**src/rtl/debounce_pkg.sv**
```systemverilog
`default_nettype none
// ============================================================================
// Module      : debounce_pkg
// Description : Shared state encoding and default window width for the
//               switch debouncer.
// Revision    : 1.0 - initial release
// ============================================================================
package debounce_pkg;

    localparam int CNT_WIDTH_DEFAULT = 19;

    typedef enum logic [1:0] {
        ST_ZERO  = 2'b00,
        ST_WAIT1 = 2'b01,
        ST_ONE   = 2'b10,
        ST_WAIT0 = 2'b11
    } db_state_t;

endpackage
`default_nettype wire

```
**src/rtl/sync_2ff.sv**
```systemverilog
`default_nettype none
// ============================================================================
// Module      : sync_2ff
// Description : Two-flop synchronizer for a single asynchronous bit.
// Revision    : 1.0 - initial release
// ============================================================================
module sync_2ff (
    input  logic clk,
    input  logic rst,
    input  logic d,
    output logic q
);

    logic r_meta;
    logic r_sync;

    always_ff @(posedge clk) begin
        if (rst) begin
            r_meta <= 1'b0;
            r_sync <= 1'b0;
        end else begin
            r_meta <= d;
            r_sync <= r_meta;
        end
    end

    assign q = r_sync;

endmodule
`default_nettype wire

```
**src/rtl/debounce_fsm.sv**
```systemverilog
`default_nettype none
// ============================================================================
// Module      : debounce_fsm
// Description : Switch debouncer; level changes only after the input has been
//               stable for 2^CNT_WIDTH cycles, with a rising-edge tick.
//               Macro DEBOUNCE_SYNC_EN inserts a two-flop input synchronizer.
// Revision    : 1.0 - initial release
// ============================================================================
module debounce_fsm
    import debounce_pkg::*;
#(
    parameter int CNT_WIDTH = CNT_WIDTH_DEFAULT
) (
    input  logic clk,
    input  logic rst,
    input  logic sw,
    output logic db_level,
    output logic db_tick
);

    localparam logic [CNT_WIDTH-1:0] C_CNT_ONE = {{(CNT_WIDTH-1){1'b0}}, 1'b1};

    logic                 w_sw_s;
    db_state_t            r_state;
    logic [CNT_WIDTH-1:0] r_cnt;
    logic                 r_level;
    logic                 r_tick;

`ifdef DEBOUNCE_SYNC_EN
    sync_2ff u_sync (
        .clk (clk),
        .rst (rst),
        .d   (sw),
        .q   (w_sw_s)
    );
`else
    assign w_sw_s = sw;
`endif

    // A reversal during a wait always beats the counter==0 check.
    always_ff @(posedge clk) begin
        if (rst) begin
            r_state <= ST_ZERO;
            r_cnt   <= '0;
            r_level <= 1'b0;
            r_tick  <= 1'b0;
        end else begin
            r_tick <= 1'b0;
            case (r_state)
                ST_ZERO: begin
                    r_level <= 1'b0;
                    if (w_sw_s) begin
                        r_state <= ST_WAIT1;
                        r_cnt   <= '1;
                    end
                end
                ST_WAIT1: begin
                    if (!w_sw_s) begin
                        r_state <= ST_ZERO;
                    end else if (r_cnt == '0) begin
                        r_state <= ST_ONE;
                        r_level <= 1'b1;
                        r_tick  <= 1'b1;
                    end else begin
                        r_cnt <= r_cnt - C_CNT_ONE;
                    end
                end
                ST_ONE: begin
                    r_level <= 1'b1;
                    if (!w_sw_s) begin
                        r_state <= ST_WAIT0;
                        r_cnt   <= '1;
                    end
                end
                ST_WAIT0: begin
                    if (w_sw_s) begin
                        r_state <= ST_ONE;
                    end else if (r_cnt == '0) begin
                        r_state <= ST_ZERO;
                        r_level <= 1'b0;
                    end else begin
                        r_cnt <= r_cnt - C_CNT_ONE;
                    end
                end
                default: begin
                    r_state <= ST_ZERO;
                    r_level <= 1'b0;
                end
            endcase
        end
    end

    assign db_level = r_level;
    assign db_tick  = r_tick;

endmodule
`default_nettype wire

```
**config.mk**
```make
export PLATFORM = sky130hd
export DESIGN_NAME = debounce_fsm
export DESIGN_NICKNAME = d
export VERILOG_FILES = /design/src/rtl/debounce_pkg.sv /design/src/rtl/sync_2ff.sv /design/src/rtl/debounce_fsm.sv
export SDC_FILE = /design/constraint.sdc
export NUM_CORES = 1
export LEC_CHECK = 0
export BUFFER_PORTS_ARGS = -buffer_cell sky130_fd_sc_hd__buf_2
export CAP_MARGIN = 10
export CORE_ASPECT_RATIO = 0.9
export CORE_UTILIZATION = 50
export DETAILED_ROUTE_END_ITERATION = 12
export PLACE_DENSITY = 0.8
export SLEW_MARGIN = 10
export SYNTH_ARGS = -nofsm -noshare
export SYNTH_HDL_FRONTEND = slang
export SYNTH_SLANG_ARGS = --single-unit
```
**constraint.sdc**
```tcl
create_clock -name clk -period 2.05 [get_ports clk]
set_input_delay 0 -clock clk [delete_from_list [all_inputs] [get_ports clk]]
set_output_delay 0 -clock clk [all_outputs]
set_load 0.005 [all_outputs]
```
# Word level (Yosys, flattened, before mapping)
# Cells that the tools add are included.
# totals
wordCells	43
register_bits	23
in_bits	3
# classes
n_bitwise	2
add_sub_neg	1
n_reduce_logical	6
mux	19
eq_ne	11
# op_table
operator	count
2-to-1 mux 19 bit	5
one-hot mux 19 bit (4 select lines)	1
zero test 19 bit	1
subtractor 19 x 1 -> 19 bit (second input constant)	1
2-to-1 mux 2 bit	6
!= test 2 bit (second input constant)	6
AND reduction 4 bit	3
one-hot mux 2 bit (4 select lines)	1
!= test 3 bit (second input constant)	2
2-to-1 mux 1 bit	5
equality test 2 bit (second input constant)	2
one-hot mux 1 bit (4 select lines)	1
OR reduction 3 bit	1
equality test 2 x 1 -> 1 bit (second input constant)	1
zero test 2 bit	1
NOT 1 bit	2

# Depth between registers and ports, before layout
# Gate-level depths: netlist of the first run.
# logic_depth
word_depth	4
ltp_mapped	8
ltp_nobuf	7

# Worst setup path before layout of the first run
# No wires, ideal clock.
# synth_timing
path_kind	reg-to-reg
startpoint	register with a tool-made name
endpoint	register r_cnt[11]
synth_period_minus_slack_ps	1981
slack_ps	69
t_arrival_ps	1848
required_time_ps	1918
setup_time_ps	132
stages_incl_launch_ff	8
n_path_buf	0
path_cell_list	dfxtp_1 inv_1 ha_1 nor3_1 o2111ai_1 a2111oi_1 xnor2_1 a21oi_1
# synth_rtl
item	line	rtl
end signal, assigned	debounce_fsm.sv:65	r_cnt <= r_cnt - C_CNT_ONE;
end signal, assigned	debounce_fsm.sv:82	r_cnt <= r_cnt - C_CNT_ONE;
end, declared	debounce_fsm.sv:25	logic [CNT_WIDTH-1:0] r_cnt;

# Worst setup path in the final report of the first run
# layout_timing
startpoint	register r_cnt[1]
endpoint	register r_cnt[14]
# layout_via
elab_chain_len	4
# layout_rtl
item	line	rtl
subtractor 19 x 1 -> 19 bit or zero test 19 bit (tied branches)	-	
2-to-1 mux 19 bit *	debounce_fsm.sv:60, debounce_fsm.sv:78	
2-to-1 mux 19 bit (on tied branches)	debounce_fsm.sv:76, debounce_fsm.sv:58	
one-hot mux 19 bit (4 select lines) *	debounce_fsm.sv:49	case (r_state)
# Mark *: on every way between the ends. The rest lies on a longest branch, timed or not. The select of a mux whose other input is x is not followed.
# A chain may end at the register's enable or synchronous reset.

==> summary.txt, run 1 <==
Critical path
  – Crit path kind: reg -> reg
  – Worst path required time: approximately 2.3 ns
  – Setup crit end: r_cnt[14]
  – Worst setup startpoint: r_cnt[1]
  – Element type at the critical path end: register
  – R2R depth: 8
  – Crit Path Max Fanout: 7
  – Startpoint Class: register
  – Worst r2r src: r_cnt[1]
  – R2r setup slk: between 0.03 and 0.04 ns
  – R2R Path End: r_cnt[14]
  – CP Data Arrival Time: 2.26 ns

Yosys
  – Asr flop ratio synth: 0%
  – Yosys reg bits: 23
  – Number of synthesized flops with an enable pin: 0
  – Synth Net Count: around 170
  – Syn_area_per_cell: ~8.6 sq um
  – Post-synthesis sequential area ratio: roughly a third
  – Post-Syn Instances: about 160
  – Synth warn: 0
  – Yosys cell types: 44
  – Most common flop cell mapped by yosys: dfxtp_1
  – Area of the mapped netlist: around 0.0013 sq mm

Global routing
  – Initial antenna violation count: 0
  – Largest net degree at the start of global routing: 25
  – GR Util All Layers: 23.7%
  – Global-route met3 utilization: slightly above 5%
  – Vias in the first global route: 1264
  – M2 GR Usage: between 30 and 40%
  – First-pass GRT wire length: roughly 5500 um
  – Busiest grt layer: met2
  – GRT overflow: 0
  – Met1 usage in global routing: around 30%

Clock tree
  – Worst-case clock buffer depth: 2
  – Clk Latency, worst-skew pair: about 0.32 ns
  – Worst-path clk slew: around 0.13 ns
  – TritonCTS Buffers: 3
  – Clock sink count: 23
  – CTS tree: done
  – CTS HTree Levels: 1
  – CTS root buf: clkbuf_4

Drt
  – Vias: between 1000 and 1500
  – DRT Pass-1 Iters: 5
  – DRT antenna net count: 0
  – Via/cell ratio: around 6.6
  – DRC viols: 0
  – DRT Wirelength: 3440 um
  – Initial DRC count: 100
  – Drt wl/cell: approximately 17 um

Hold path
  – Worst hold path depth: 2
  – HP Class: in -> reg

Timing
  – Fin worst setup slack: between 0.03 and 0.04 ns
  – Setup violations, final: 0
  – Max_slew headroom: around two thirds
  – Worst hold slack: between 0.1 and 0.15 ns
  – F_max: a little under 500 MHz
  – Fin crit period: ~2.0 ns
  – Fin crit share: between 90% and 100%
  – Count of pins over their slew limit: 0
  – Final hold vios: 0
  – Worst slew pin tran: approximately 0.52 ns
  – Setup Skew: about 0.013 ns

Layout
  – Commonest non-fill, non-tap cell in the layout: dfxtp_1
  – Fin util: approximately 64%
  – Share of layout cells above drive strength 1: 24.0%
  – Synth-to-layout area growth: 19.9%
  – Diodes inserted: 0
  – NumNets Final: 184
  – Fill cell total of the finished layout: 211
  – Most frequent cells in the layout: dfxtp_1, a21oi_1, buf_4

Flow run
  – Number of max-cap violations: 0

Place
  – PortBufs: 4
  – Pre-CTS setup slack: -0.0956 ns
  – DP HPWL: roughly 2200 um
  – GP Congestion: 0.924

Die
  – Core ar.: around 0.0025 sq mm
  – IO Count: 5
  – Die Area: about 0.0029 sq mm
  – Site Rows: 17
  – Die width: 56.7 um
  – Starting Density: roughly 54%
  – Die Ht: ~51 um

Status
  – Status: complete, no violations

Pwr
  – Leak pwr: 0.561 nW
  – PD cells: between 900 and 1000 mW/mm^2
  – Max VDD drop: approximately 0.00062 V
  – Tot Pwr: about 1.6 mW
-- Yosys cell counts (2+ instances only) --
library cell	instances	share of area [%]
or3_1	9	4.2
nand2b_1	2	0.93
and4_1	2	1.3
a311o_1	2	1.5
a211oi_1	8	4.5
o311ai_0	2	1.3
nand2_1	6	1.7
o21ai_0	5	1.9
a311oi_1	2	1.3
or4_1	2	1.1
nor3_1	8	3.0
o31ai_1	2	1.1
nand3_1	2	0.74
a31oi_1	3	1.4
dfxtp_1	23	34
inv_1	7	2.0
xnor2_1	9	5.8
clkbuf_1	5	1.4
a21oi_1	15	5.6
ha_1	5	4.6
o2111ai_1	2	1.3
nor2_1	11	3.1
nor4_1	4	1.9
-- worst min path at each step --
stage,start,to
floorplan,sw,db_level
finish,rst,r_cnt[2]
detailed placement,sw,db_tick
global placement,sw,db_tick
global route,rst,r_cnt[6]
CTS,rst,r_cnt[7]
-- kinds of logic after synthesis --
group | synth area share, %
and+or+nand+nor | 25.7
AOI/OAI and AO/OA | 25.6
DFF | 34.2
adders and majority gates | 4.64
xor gates and xnor gates | 6.50
buffers and inverters | 3.34
-- critical path, cell delays in order, from the launching register on --
cell       delay, ns
dfxtp_1         0.37
inv_1           0.08
ha_1            0.18
nor4b_4         0.31
buf_4           0.18
o2111ai_4       0.16
a311o_1         0.39
xor2_1          0.14
a21oi_1         0.14
-- what timing repair did --
action,in CTS,in global routing
buffers inserted,0,3
resized for setup,5,17
endpoints found under the setup margin,8,17
pin swaps,0,6
hold buffers,1,0
hold endpoints to repair,2,0
-- area by class of cell --
class	instances	area [sq um]	share of cell area, %
clock buffers	3	22.5	1.39
clock inverters	1	5.00	0.310
inverters	7	26.3	1.63
multi-input cells	122	928	57.5
flip-flops and latches	23	463	28.7
well taps	28	35.0	2.17
repair buffers	19	135	8.37
-- registers in the layout, indices dropped and copies added (netlist names), named ones only --
| register | count |
|---|---|
| db_tick | 1 |
| db_level | 1 |
| r_state | 1 |
| r_cnt | 19 |
-- power by group --
| group | switching [mW] | total [mW] | internal (mW) |
|---|---|---|---|
| Sequential | 0.134 | 0.688 | 0.553 |
| Clock | 0.139 | 0.212 | 0.0730 |
| Combinational | 0.377 | 0.693 | 0.316 |
-- per-stage QoR --
step / std cells / setup TNS, ns / cell area (sq um)
after floorplan: 157 / 0 / 1350
after global placement: 195 / -0.0599 / 1470
after detailed placement: 195 / -0.420 / 1470
after CTS: 200 / 0 / 1530
after global routing: 203 / -0.408 / 1620
final: 203 / 0 / 1620
-- per-layer routing --
| metal | routed length (um) | vias up |
|---|---|---|
| met5 | 0 | - |
| met3 | 193 | 12 |
| li1 | - | 644 |
| met2 | 1660 | 51 |
| met4 | 96 | 0 |
| met1 | 1490 | 641 |
No activity file was read; power rests on OpenSTA's default activity.
==> inputs of run 2 (changes only) <==
- BUFFER_PORTS_ARGS: -buffer_cell sky130_fd_sc_hd__buf_2 -> not set
- DONT_BUFFER_PORTS: not set -> 1
- PLACE_DENSITY: 0.8 -> 0.79
- SLEW_MARGIN: 10 -> 25
==> summary.txt, run 2 (synthesis results as in run 1) <==
Layout
  – Diodes inserted: 0 (unchanged)
  – Biggest register: r_cnt
  – Largest register FFs: 19 (unchanged)
  – Area of the multi-input gates: 962 sq um (+3.6%)
  – Non-filler cells, final: 203 (unchanged)
  – Most frequent cells in the layout: dfxtp_1, buf_4, a21oi_1, nor2_1, xnor2_1
  – Commonest non-fill, non-tap cell in the layout: dfxtp_1
  – Fin util: 66.4% (+2.0 points)
  – Synth-to-layout area growth: 23.6%
  – NumNets Final: 184 (unchanged)
  – FF+latch area: 467 sq um (+0.81%)
  – Post-route cell area: 0.00167 sq mm (+3.1%)
  – Fill cell total of the finished layout: 196 (-7.1%)
  – Share of layout cells above drive strength 1: 28.0% (+4.0 points)

Pwr
  – P_int: 0.966 mW (+2.5%)
  – Sequential fraction of design power: 42.9% (-0.3 points)
  – Combinational power share: 44.0% (+0.5 points)
  – PD cells: 984 mW/mm^2 (-0.24%)
  – Clock power share: 13.1% (-0.2 points)
  – Leak pwr: 0.569 nW (+1.5%)
  – Max VDD drop: 0.000591 V (-4.6%)
  – Switching Fraction: 41.0% (+0.22 points)
  – Net Sw Power: 0.672 mW (+3.4%)

Critical path
  – Crit path kind: reg -> reg
  – Worst setup startpoint: r_state[0]
  – Worst path required time: 2.30 ns (about the same)
  – CP Data Arrival Time: 2.24 ns (-0.02 ns)
  – Crit Path Max Fanout: 7 (unchanged)
  – Worst r2r src: r_state[0]
  – Element type at the critical path end: register
  – Startpoint Class: register

Timing
  – Count of pins over their slew limit: 0 (unchanged)
  – F_max: 503 MHz (+1.3%)
  – Setup violations, final: 0 (unchanged)
  – Max_slew headroom: 63.1% (-2.1 points)
  – Fin crit share: 97.1% (-1.3 points)
  – Fin crit period: 1.99 ns (-0.0264 ns)
  – Unrepaired setup endpoints after global routing: true
  – Worst slew pin tran: 0.552 ns (+0.0317 ns)
  – Sum Neg Setup Slack: 0 ns (unchanged)
  – Setup Skew: 0.00351 ns (-0.00980 ns)
  – Worst hold slack: -0.269 ns (-0.381 ns)
  – Final hold vios: 22 (+22)

Global routing
  – GR Util All Layers: 25.3% (+1.6 points)
  – Initial antenna violation count: 0 (unchanged)
  – GRT overflow: 0 (unchanged)
  – First-pass GRT wire length: 5760 um (+5.0%)
  – Largest net degree at the start of global routing: 25 (unchanged)
  – Vias in the first global route: 1278 (+1.1%)

Clock tree
  – Clk Latency, worst-skew pair: 0.31 ns (about the same)
  – CTS root buf: clkbuf_4
  – CTS HTree Levels: 1 (unchanged)
  – Worst-path clk slew: 0.13 ns (about the same)
  – Clock sink count: 23 (unchanged)
  – Worst-case clock buffer depth: 2 (unchanged)
  – CTS tree: done
  – TritonCTS Buffers: 3 (unchanged)

Drt
  – Met2 wire len: 1770 um (+6.8%)
  – Vias: 1357 (+0.67%)
  – DRC viols: 2 (+2)
  – DRT Pass-1 Iters: 8 (+3)
  – Initial DRC count: 80 (-20%)
  – Max layer used: met4
  – DRT antenna net count: 0 (unchanged)
  – Via/cell ratio: 6.68 (+0.67%)
  – Routed met3 length: 239 um (+24%)
  – Drt wl/cell: 17.5 um (+3.6%)
  – Metal1 wirelength: 1450 um (-2.6%)
  – DRT Wirelength: 3560 um (+3.6%)

Status
  – Failing checks: DRC, hold timing
  – Status: complete, but fails checks

Die
  – IO Count: 5 (unchanged)
  – Die width: 56.7 um (unchanged)
  – Core ar.: 0.00251 sq mm (unchanged)
  – Site Rows: 17 (unchanged)
  – Starting Density: 53.7% (unchanged)
  – Die Ht: 51.3 um (unchanged)
  – Die Area: 0.00291 sq mm (unchanged)

Hold path
  – Hold path startpoint: rst
  – HP Class: in -> reg

Place
  – Placed Area: 0.00146 sq mm (-0.34%)
  – DP HPWL: 2430 um (+8.0%)
  – Placed Cells: 193 (-1.0%)
  – GP Congestion: 0.895 (-3.1%)
  – PortBufs: 0 (-4)

Flow run
  – Number of max-cap violations: 0 (unchanged)
-- run 2: metrics by stage --
stage	worst slack (ns)	power (mW)
final	0.0603	1.64
after global routing	-0.0275	1.75
after CTS	-0.0151	1.54
after detailed placement	-0.120	1.29
after global placement	0.0449	1.26
after floorplan	0.0692	1.09
-- run 2: area by class of cell --
class | instances | share of cell area [%]
flip-flops and latches | 23 | 28.0
multi-input cells | 122 | 57.8
repair buffers | 19 | 8.87
clock buffers | 3 | 1.35
well taps | 28 | 2.10
clock inverters | 1 | 0.301
inverters | 7 | 1.58
-- run 2: worst paths after layout --
path | endpoint | slack [ns] | depth (start not counted)
worst max register to register | r_cnt[14] | 0.06 | 7
worst min register to register | r_cnt[18] | 0.53 | 2
worst max-delay path | r_cnt[14] | 0.06 | 7
worst min-delay path | r_cnt[9] | -0.27 | 1
-- run 2: what timing repair did --
action	in CTS	in global routing
setup buffers	0	4
setup endpoints to repair	10	19
gates resized for setup	7	26
cloned	0	0
endpoints found under the hold margin	23	23
pin swaps	0	6
-- run 2: routing by layer --
layer  GRT usage [%]  vias up
met4            8.33        0
met2            41.7       58
met3            6.08       12
met5               0        -
li1                -      647
met1            32.5      640
-- run 2: power by group through the flow --
stage | clock network (mW) | logic (mW) | registers, mW
after floorplan | 0 | 0.434 | 0.661
after global placement | 0 | 0.583 | 0.675
after detailed placement | 0 | 0.602 | 0.690
after CTS | 0.219 | 0.634 | 0.687
after global routing | 0.237 | 0.794 | 0.714
final | 0.215 | 0.720 | 0.703
-- run 2: critical path, stage by stage, from the launching register on --
cell       delay, ns
dfxtp_2         0.39
inv_1           0.07
ha_1            0.25
nor3b_4         0.33
o2111ai_4       0.22
a311o_1         0.39
xor2_1          0.15
a21oi_1         0.15
==> inputs of run 3 (changes only) <==
- ABC_AREA: not set -> 1
==> summary.txt, run 3 <==
Layout
  – Non-filler cells, final: 267 (+32%)
  – Area of the multi-input gates: 938 sq um (-2.5%)
  – Fin util: 56.2% (-10 points)
  – Largest register FFs: 19 (unchanged)
  – Biggest register: r_cnt
  – Fill cell total of the finished layout: 298 (+52%)
  – FF+latch area: 460 sq um (-1.3%)
  – Commonest non-fill, non-tap cell in the layout: nand2_1
  – Most frequent cells in the layout: nand2_1, nand3_1, nor2_1, dfxtp_1, a21oi_1
  – Share of layout cells above drive strength 1: 11.5% (-17 points)
  – NumNets Final: 236 (+28%)
  – Synth-to-layout area growth: 4.58%
  – Diodes inserted: 0 (unchanged)

Pwr
  – PD cells: 1690 mW/mm^2 (+72%)
  – Tot Pwr: 2.65 mW (+62%)
  – Sequential fraction of design power: 32.7% (-10 points)
  – Net Sw Power: 1.38 mW (+100%)
  – Combinational power share: 59.3% (+15 points)
  – Clock power share: 8.0% (-5.1 points)
  – P_int: 1.27 mW (+32%)
  – Switching Fraction: 51.9% (+11 points)
  – Leak pwr: 0.708 nW (+24%)
  – Max VDD drop: 0.00116 V (+96%)

Clock tree
  – Post-CTS Setup Bufs: 0 (unchanged)
  – CTS tree: done
  – Worst-case clock buffer depth: 2 (unchanged)
  – TritonCTS Buffers: 3 (unchanged)
  – Clock sink count: 23 (unchanged)
  – Clk Latency, worst-skew pair: 0.31 ns (about the same)
  – CTS root buf: clkbuf_4
  – CTS HTree Levels: 1 (unchanged)
  – Worst-path clk slew: 0.13 ns (about the same)

Critical path
  – CP Data Arrival Time: 2.04 ns (-0.20 ns)
  – R2R Path End: r_cnt[1]
  – R2r setup slk: 0.22 ns (+0.16 ns)
  – Slowest-stage cell, CP: dfxtp_1
  – Sequence of cells on the critical path: inv_1 > ha_1 > nand2_2 > nor2_8 > nand3_4 > nand2_4 > nand2_4 > o21ai_0 > a21oi_1
  – Crit path largest cell delay: 0.35 ns (-0.04 ns)
  – Worst path required time: 2.26 ns (-0.04 ns)
  – Crit path kind: reg -> reg
  – Crit Path Max Fanout: 17 (+10)
  – Startpoint Class: register
  – Most frequent CP cell: nand2_4
  – Worst r2r src: r_cnt[0]
  – R2R depth: 9 (+2)
  – Element type at the critical path end: register

Timing
  – Count of pins over their slew limit: 0 (unchanged)
  – Setup Skew: 0.0124 ns (+0.00887 ns)
  – Worst slew pin tran: 0.779 ns (+0.226 ns)
  – F_max: 546 MHz (+8.7%)
  – Worst hold slack: 0.493 ns (+0.762 ns)
  – Fin crit share: 89.3% (-7.8 points)
  – Setup violations, final: 0 (unchanged)
  – Fin crit period: 1.83 ns (-0.160 ns)
  – Unrepaired setup endpoints after global routing: false
  – Final hold vios: 0 (-100%)
  – Sum Neg Setup Slack: 0 ns (unchanged)
  – Max_slew headroom: 47.9% (-15 points)

Yosys
  – Yosys cell types: 26 (-41%)
  – Synth warn: 0 (unchanged)
  – Most common flop cell mapped by yosys: dfxtp_1
  – Area of the mapped netlist: 0.00150 sq mm (+11%)
  – Yosys top cell area share: 30.7% (-3.5 points)
  – Syn_area_per_cell: 6.67 sq um (-22%)
  – Yosys reg bits: 23 (unchanged)
  – Cell with the most instances after synthesis: nand2_1
  – Synth area leaders: dfxtp_1, nand2_1, nand3_1, nor2_1, a21oi_1
  – Commonest cells in the synthesized netlist: nand2_1, nand3_1, nor2_1, dfxtp_1, a21oi_1
  – Asr flop ratio synth: 0% (unchanged)
  – Post-Syn Instances: 225 (+43%)
  – Number of synthesized flops with an enable pin: 0 (unchanged)
  – Post-synthesis sequential area ratio: 30.7% (-3.5 points)
  – Synth area leader: dfxtp_1
  – Synth Net Count: 233 (+41%)

Global routing
  – First-pass GRT wire length: 5460 um (-5.2%)
  – GR Util All Layers: 22.3% (-3.0 points)
  – Initial antenna violation count: 0 (unchanged)
  – Vias in the first global route: 1217 (-4.8%)
  – GRT overflow: 0 (unchanged)
  – Largest net degree at the start of global routing: 21 (-16%)

Die
  – Die Area: 0.00323 sq mm (+11%)
  – IO Count: 5 (unchanged)
  – Core ar.: 0.00279 sq mm (+11%)
  – Starting Density: 53.8% (+0.075 points)
  – Die Ht: 54.0 um (+5.3%)
  – Site Rows: 18 (+1)
  – Die width: 59.8 um (+5.4%)

Hold path
  – Hold EP: db_level
  – Hold path startpoint: db_level
  – Worst hold path depth: 2 (+1)
  – HP Class: reg -> reg

Drt
  – DRT Pass-1 Iters: 4 (-4)
  – DRT Wirelength: 3110 um (-13%)
  – Drt wl/cell: 11.6 um (-34%)
  – Vias: 1393 (+2.7%)
  – Via/cell ratio: 5.22 (-22%)
  – Initial DRC count: 100 (+25%)
  – DRC viols: 0 (-2)
  – DRT antenna net count: 0 (unchanged)

Place
  – Placed Cells: 261 (+35%)
  – DP HPWL: 2240 um (-7.7%)
  – PortBufs: 0 (unchanged)
  – GP Congestion: 0.816 (-8.9%)

Flow run
  – Number of max-cap violations: 0 (unchanged)

Status
  – Status: complete, no violations
-- run 3: changes by cell type after synthesis, sizes merged, moves of 5 or more --
cell | previous run | this run
nand2 | 6 | 60
nand3 | 2 | 36
nor2 | 11 | 36
inv | 7 | 16
or3 | 9 | 0
xnor2 | 9 | 0
a211oi | 8 | 0
nor3 | 9 | 2
nor4 | 5 | 0
-- run 3: how the worst max path moves through the flow --
stage / startpoint / to / slack [ns] / depth (start not counted)
after floorplan: r_cnt[0] / r_cnt[9] / 0.51 / 10
after global placement: r_cnt[0] / r_cnt[0] / 0.33 / 9
after detailed placement: r_cnt[0] / r_cnt[1] / 0.24 / 9
after CTS: r_cnt[0] / r_cnt[1] / 0.22 / 9
after global routing: r_cnt[0] / r_cnt[5] / 0.06 / 9
final: r_cnt[0] / r_cnt[1] / 0.22 / 9
-- run 3: worst max-delay path: cells and delay by family (launching register included) --
kind	cells	cell delay (ns)
fa+ha+maj	1	0.26
compound gates	2	0.26
flops	1	0.35
simple gates	5	0.75
buf+inv	1	0.10
-- run 3: metrics by stage --
stage | worst slack [ns] | area (sq um)
floorplan | 0.512 | 1500
global placement | 0.327 | 1520
detailed placement | 0.244 | 1520
CTS | 0.216 | 1570
global route | 0.0552 | 1570
finish | 0.220 | 1570
-- run 3: final cells by class --
class / instances / area share (%)
Multi-Input combinational cell: 180 / 59.8
Inverter: 16 / 3.82
Sequential cell: 23 / 29.3
Timing Repair Buffer: 4 / 2.23
Clock buffer: 4 / 1.67
Tap cell: 40 / 3.19
-- run 3: routing by layer --
metal / share of wire (%) / track usage [%] / wire (um) / vias up
li1: - / - / - / 745
met1: 52 / 30.0 / 1600 / 623
met2: 45 / 37.2 / 1380 / 23
met3: 3.2 / 4.33 / 99 / 2
met4: 0.58 / 3.88 / 18 / 0
met5: 0 / 0 / 0 / -
-- run 3: cell families (layout without fill, tap and decap cells) --
logic type / Yosys count / in the layout / synth area share (%)
AND/OR/NAND/NOR: 143 / 143 / 46.0
AO/OA/AOI/OAI: 28 / 28 / 10.0
flip-flops: 23 / 23 / 30.7
buffers and inverters: 22 / 24 / 6.83
adder cells (fa/ha/maj): 5 / 5 / 4.17
XOR/XNOR: 4 / 4 / 2.33
-- run 3: timing repair --
action | 4_1_cts | 5_1_grt
hold buffers | 2 | 0
setup endpoints to repair | 0 | 0
endpoints found under the hold margin | 23 | 0
resized for setup | 0 | 0
-- run 3: power by group through the flow --
stage / logic (mW) / registers [mW] / clock network (mW)
2_1_floorplan: 1.35 / 0.815 / 0
3_3_place_gp: 1.53 / 0.868 / 0
3_5_place_dp: 1.56 / 0.871 / 0
4_1_cts: 1.58 / 0.860 / 0.223
5_1_grt: 1.80 / 0.898 / 0.235
6_report: 1.57 / 0.865 / 0.212
